<file path="config.mk">
export PLATFORM = sky130hd
export DESIGN_NAME = regfile_write_arbiter
export DESIGN_NICKNAME = d
export VERILOG_FILES = /design/src/rtl/regfile_write_arbiter_pkg.sv /design/src/rtl/regfile_write_arbiter_scoreboard.sv /design/src/rtl/regfile_write_arbiter.sv
export SDC_FILE = /design/constraint.sdc
export NUM_CORES = 1
export LEC_CHECK = 0
export ABC_AREA = 1
export CAP_MARGIN = 10
export CORE_AREA = 2 2 99 77
export DETAILED_ROUTE_END_ITERATION = 8
export DIE_AREA = 0 0 101 79
export PLACE_DENSITY = 0.76
export SYNTH_ARGS = -nofsm -noshare
export SYNTH_HDL_FRONTEND = slang
export SYNTH_SLANG_ARGS = --single-unit
</file>
<file path="constraint.sdc">
create_clock -name clk -period 2.4 [get_ports clk]
set_input_delay 0.36 -clock clk [delete_from_list [all_inputs] [get_ports clk]]
set_output_delay 0.36 -clock clk [all_outputs]
set_load 0.05 [all_outputs]
</file>
<file path="src/rtl/regfile_write_arbiter_pkg.sv">
// ---------------------------------------------------------------------------
// regfile_write_arbiter_pkg
//
// Purpose: shared constants, types and helpers for the register-file write
// arbiter and its optional load scoreboard.
//
// Contents:
//   WORD_LEN     data width of every write path
//   NUM_REGS     writable registers in the register file (0..14)
//   REG_ADDR_W   register address width
//   PC_ADDR      address 15, the non-writable program-counter slot
//   req_e        requester identity (writeback stage / memory return)
//   wr_req_t     one write request {addr, data}
//   is_writable  true when an address names a real register-file entry
// ---------------------------------------------------------------------------
package regfile_write_arbiter_pkg;

  localparam int WORD_LEN   = 32;
  localparam int NUM_REGS   = 15;
  localparam int REG_ADDR_W = 4;

  localparam logic [REG_ADDR_W-1:0] PC_ADDR = 4'd15;

  // Identity of the two requesters sharing the write port.
  typedef enum logic {
    REQ_WB  = 1'b0,
    REQ_MEM = 1'b1
  } req_e;

  // One write request as seen by the arbiter.
  typedef struct packed {
    logic [REG_ADDR_W-1:0] addr;
    logic [WORD_LEN-1:0]   data;
  } wr_req_t;

  // Address 15 is the PC slot: requests to it are accepted but never written.
  function automatic logic is_writable(input logic [REG_ADDR_W-1:0] addr);
    return addr != PC_ADDR;
  endfunction

endpackage

</file>
<file path="src/rtl/regfile_write_arbiter_scoreboard.sv">
// ---------------------------------------------------------------------------
// regwr_scoreboard
//
// Purpose: tracks which registers have a load in flight. A reservation
// handshake marks a register busy; the memory-return write to that register
// clears it. The hazard unit reads busy_o.
//
// Ports:
//   clk_i        system clock, state updates on posedge
//   rst_ni       asynchronous active-low reset
//   rsv_valid_i  reservation request
//   rsv_addr_i   register to reserve
//   rsv_ready_o  reservation accepted this cycle
//   clr_valid_i  a memory-return write transfers this cycle
//   clr_addr_i   destination of that memory-return write
//   busy_o       one bit per register 0..14, set = load outstanding
// ---------------------------------------------------------------------------
module regwr_scoreboard
  import regfile_write_arbiter_pkg::*;
(
  input  logic                  clk_i,
  input  logic                  rst_ni,
  input  logic                  rsv_valid_i,
  input  logic [REG_ADDR_W-1:0] rsv_addr_i,
  output logic                  rsv_ready_o,
  input  logic                  clr_valid_i,
  input  logic [REG_ADDR_W-1:0] clr_addr_i,
  output logic [NUM_REGS-1:0]   busy_o
);

  logic [NUM_REGS-1:0] busy_q;
  logic [NUM_REGS-1:0] busy_d;
  logic [NUM_REGS-1:0] rsvSel;
  logic [NUM_REGS-1:0] setMask;
  logic [NUM_REGS-1:0] clrMask;
  logic                rsvTargetBusy;
  logic                rsvFire;

  // Decode both addresses into one-hot masks. Address 15 decodes to no
  // bit at all, so PC-slot traffic can never touch the vector.
  always_comb begin
    rsvSel  = '0;
    clrMask = '0;
    for (int i = 0; i < NUM_REGS; i++) begin
      rsvSel[i]  = (rsv_addr_i == REG_ADDR_W'(i));
      clrMask[i] = clr_valid_i && (clr_addr_i == REG_ADDR_W'(i));
    end
  end

  // Ready looks at the registered (pre-clear) vector, so a reservation of a
  // register whose load returns this same cycle waits one cycle and retries.
  assign rsvTargetBusy = |(busy_q & rsvSel);
  assign rsv_ready_o   = rst_ni && is_writable(rsv_addr_i) && !rsvTargetBusy;
  assign rsvFire       = rsv_valid_i && rsv_ready_o;
  assign setMask       = rsvFire ? rsvSel : '0;

  // Clear is applied after set so a returning load always wins.
  assign busy_d = (busy_q | setMask) & ~clrMask;

  always_ff @(posedge clk_i or negedge rst_ni) begin
    if (!rst_ni) begin
      busy_q <= '0;
    end else begin
      busy_q <= busy_d;
    end
  end

  assign busy_o = busy_q;

endmodule

</file>
<file path="src/rtl/regfile_write_arbiter.sv">
// ---------------------------------------------------------------------------
// regfile_write_arbiter
//
// Purpose: shares the register file's single write port between the
// pipeline writeback stage (WB) and the multi-cycle memory-return path
// (MEM). Round-robin arbitration with valid/ready handshakes; the winning
// write is registered for one cycle and the register file commits it on the
// following negative clock edge. The register file is never back-pressured.
//
// Optional feature: define REGWR_SCOREBOARD_EN to build in the load
// scoreboard (regwr_scoreboard). Without it busy is 0, rsv_ready follows
// reset only, and rsv_valid/rsv_addr are ignored.
//
// Ports:
//   clk, rst                        clock, asynchronous active-low reset
//   wb_valid/wb_ready/addr/data     writeback request channel
//   mem_valid/mem_ready/addr/data   memory-return request channel
//   rsv_valid/rsv_ready/rsv_addr    load reservation channel
//   rf_we/rf_waddr/rf_wdata         registered register-file write port
//   busy                            outstanding-load flags, registers 0..14
// ---------------------------------------------------------------------------
module regfile_write_arbiter
  import regfile_write_arbiter_pkg::*;
#(
  parameter int WordLen = WORD_LEN
) (
  input  logic                  clk,
  input  logic                  rst,
  input  logic                  wb_valid,
  output logic                  wb_ready,
  input  logic [REG_ADDR_W-1:0] wb_addr,
  input  logic [WordLen-1:0]    wb_data,
  input  logic                  mem_valid,
  output logic                  mem_ready,
  input  logic [REG_ADDR_W-1:0] mem_addr,
  input  logic [WordLen-1:0]    mem_data,
  input  logic                  rsv_valid,
  output logic                  rsv_ready,
  input  logic [REG_ADDR_W-1:0] rsv_addr,
  output logic                  rf_we,
  output logic [REG_ADDR_W-1:0] rf_waddr,
  output logic [WordLen-1:0]    rf_wdata,
  output logic [NUM_REGS-1:0]   busy
);

  req_e                  lastGrant_q;
  req_e                  lastGrant_d;
  logic                  grantWb;
  logic                  grantMem;
  logic                  transfer;
  wr_req_t               wbReq;
  wr_req_t               memReq;
  wr_req_t               winReq;
  logic                  rfWe_q;
  logic                  rfWe_d;
  logic [REG_ADDR_W-1:0] rfWaddr_q;
  logic [REG_ADDR_W-1:0] rfWaddr_d;
  logic [WordLen-1:0]    rfWdata_q;
  logic [WordLen-1:0]    rfWdata_d;

  // Grant logic. Ready is purely combinational from the valids and the
  // last-grant pointer; a lone requester always wins, and under contention
  // the requester that did not win last time goes first. Nothing is granted
  // while reset is held.
  always_comb begin
    grantWb  = 1'b0;
    grantMem = 1'b0;
    if (rst) begin
      if (wb_valid && mem_valid) begin
        if (lastGrant_q == REQ_MEM) begin
          grantWb = 1'b1;
        end else begin
          grantMem = 1'b1;
        end
      end else begin
        grantWb  = wb_valid;
        grantMem = mem_valid;
      end
    end
  end

  assign wb_ready  = grantWb;
  assign mem_ready = grantMem;
  assign transfer  = grantWb || grantMem;

  // Next-state for the pointer and the output register. A transfer to the
  // PC slot is accepted and loads addr/data, but never raises the enable.
  always_comb begin
    wbReq.addr  = wb_addr;
    wbReq.data  = wb_data;
    memReq.addr = mem_addr;
    memReq.data = mem_data;
    winReq      = grantMem ? memReq : wbReq;

    lastGrant_d = lastGrant_q;
    rfWe_d      = 1'b0;
    rfWaddr_d   = rfWaddr_q;
    rfWdata_d   = rfWdata_q;
    if (transfer) begin
      lastGrant_d = grantMem ? REQ_MEM : REQ_WB;
      rfWe_d      = is_writable(winReq.addr);
      rfWaddr_d   = winReq.addr;
      rfWdata_d   = winReq.data;
    end
  end

  // Reset leaves the pointer on MEM so WB wins the first contention.
  always_ff @(posedge clk or negedge rst) begin
    if (!rst) begin
      lastGrant_q <= REQ_MEM;
      rfWe_q      <= 1'b0;
      rfWaddr_q   <= '0;
      rfWdata_q   <= '0;
    end else begin
      lastGrant_q <= lastGrant_d;
      rfWe_q      <= rfWe_d;
      rfWaddr_q   <= rfWaddr_d;
      rfWdata_q   <= rfWdata_d;
    end
  end

  assign rf_we    = rfWe_q;
  assign rf_waddr = rfWaddr_q;
  assign rf_wdata = rfWdata_q;

`ifdef REGWR_SCOREBOARD_EN
  // Only a memory-return transfer retires an outstanding load.
  regwr_scoreboard u_scoreboard (
    .clk_i       (clk),
    .rst_ni      (rst),
    .rsv_valid_i (rsv_valid),
    .rsv_addr_i  (rsv_addr),
    .rsv_ready_o (rsv_ready),
    .clr_valid_i (grantMem),
    .clr_addr_i  (mem_addr),
    .busy_o      (busy)
  );
`else
  // Without the scoreboard reservations are always accepted and forgotten.
  logic unusedRsv;

  assign unusedRsv = rsv_valid ^ (^rsv_addr);
  assign rsv_ready = rst;
  assign busy      = '0;
`endif

endmodule

</file>
==> run_results.csv <==
group,metric,value,unit
yosys,ys_ff_latch,38,
clock_tree,clock-sinks,38,
floorplanning,dieArea,0.00798,sq mm
layout,final_cell_mix,"clkdlybuf4s50_1, nand2_1, nor2_1",
clock_tree,clkTransAtPathRegs,70,ps
floorplanning,initial_core_util,0.287,
floorplanning,fp-row-count,27,
power_and_ir_drop,power,2.18,mW
drt,drtPass1Iterations,4,
worst_setup_path,r2r-end,"rf_we",
run_status,status,"completed",
worst_setup_path,worstSetupPathType,"input pin to output pin",
min_path,hold_class,"input pin to async pin",
timing,layout_min_cycle_time,1970,ps
drt,wl_per_cell,13.1,um
timing,hold_violations,0,
drt,routed_wl,5660,um
drt,drt_iter0_drc,49,
layout,final_common_cell,"clkdlybuf4s50_1",
layout,area_growth,60.5,%
timing,drv_slew,0,
grt,grt_pass1_wl,9250,um
yosys,seq_area_frac_synth,0.468,
clock_tree,clock-root-buffer,"clkbuf_8",
place,port_buffers,115,
clock_tree,postCtsSetupRepairBufs,0,
place,place_congestion,0.760,
layout,nNetsFinal,426,
worst_setup_path,cp_max_fo,16,
worst_setup_path,cp-end-kind,"output pin",
floorplanning,fp.dieW,101,um
layout,n_fill_cell,692,
timing,worstMarginPinSlew,540,ps
job,drv_cap,0,
drt,drc,0,
floorplanning,dieHeight,79,um
worst_setup_path,cp-start-kind,"input pin",
drt,ant_nets,0,
grt,grt_pass1_vias,1935,
clock_tree,clk_latency,280,ps
clock_tree,htreeDepth,2,
worst_setup_path,rrSetupSlack,920,ps
timing,period_share,0.820,
power_and_ir_drop,p_leak,1.36,nW
worst_setup_path,critPathArrivalTime,1610,ps
layout,drive_gt1_frac,0.145,
floorplanning,io_pins,136,
yosys,syn_area_per_cell,8.73,sq um
place,dp_hpwl,4250,um
grt,grt_usage,0.146,
worst_setup_path,reg2reg_depth,8,
timing,finalSetupViolations,0,
yosys,ys_types,18,
layout,diodes,0,
yosys,synth_area,0.00203,sq mm
layout,post-route-util,0.460,
timing,fin_skew,5.38,ps
yosys,yosysWarnings,0,
clock_tree,cts_tree,"yes",
yosys,synth_cells,233,
clock_tree,cts_made_buffers,5,
drt,num_vias,1921,
clock_tree,post_cts_resized,0,
worst_setup_path,reg2reg_from,"lastGrant_q",
clock_tree,clockBufferDepth,2,
timing,fin_setup_tns,0,ps
power_and_ir_drop,ir_worst_vdd,211,uV
floorplanning,core,0.00709,sq mm
grt,grt_max_degree,42,
timing,hold_slack,96.7,ps
worst_setup_path,crit_required,2040,ps
timing,rsz0062_at_grt,"no",
timing,fmax,508,MHz
grt,antenna_found_initial,0,
drt,viasPerCell,4.46,
grt,grt-ovfl-total,0,
timing,max_slew_margin,0.639,
power_and_ir_drop,power_density,668,mW/mm^2
clock_tree,hold_buffers,0,
-- layer usage --
metal	vias up	routed length, um	global-route usage
met3	2	444	0.0379
li1	956	-	-
met2	81	2640	0.245
met5	-	0	0
met4	0	41	0.0405
met1	882	2540	0.186
-- cells by family after synthesis --
logic type / Yosys count / synth area share
buffers and inverters: 35 / 0.134
other: 1 / 0.00184
AND/OR/NAND/NOR: 121 / 0.249
flip-flops: 38 / 0.468
AO/OA/AOI/OAI: 38 / 0.146
-- registers in the layout, summed over array words and instances, names as in the netlist --
register     count
lastGrant_q      1
rf_waddr         4
rf_wdata        32
rf_we            1
-- synthesized netlist by cell type, drive strengths merged --
master  instances  area share
nand2          79        0.17
o21ai           1      0.0025
nor2           38       0.070
a21oi           1      0.0025
a31oi          36        0.14
dfrtp          37        0.46
conb            1      0.0018
buf            31        0.13
dfstp           1       0.013
nand3           4      0.0098
inv             4      0.0074
-- final cells by class --
cell class                      instances  area, sq um  share of cell area
Clock buffer                            6         82.6              0.0253
Inverter                                4         15.0             0.00460
Multi-Input combinational cell        174          863               0.265
Sequential cell                        38          952               0.292
Tap cell                               87          109              0.0334
Timing Repair Buffer                  122         1240               0.380
-- metrics by stage --
step / std cells / cell area (sq um) / worst slack (ps)
finish: 431 / 3260 / 433
global route: 431 / 3260 / 328
CTS: 431 / 3260 / 408
detailed placement: 425 / 3180 / 393
global placement: 425 / 3180 / 415
floorplan: 247 / 2090 / 723
-- how the worst max path moves through the flow --
| stage | start | endpoint | cells after the start |
|---|---|---|---|
| floorplan | lastGrant_q | wb_ready | 2 |
| global placement | mem_valid | mem_ready | 6 |
| detailed placement | mem_valid | rf_wdata[28] | 8 |
| CTS | mem_valid | mem_ready | 6 |
| global route | mem_valid | mem_ready | 6 |
| finish | mem_valid | mem_ready | 6 |
-- worst max-delay path, stage by stage --
cell and delay, ps:
clkdlybuf4s50_1 480, nand2_1 90, inv_2 110, nand2_2 90, inv_2 280, buf_12 190
-- power breakdown --
group          leakage, nW  switching (mW)  internal (mW)
clock               0.0431           0.207          0.222
combinational        0.892           0.606          0.360
sequential           0.427          0.0496          0.736
total                 1.36           0.863           1.32
Note: power is estimated with default switching activity, not from simulation.
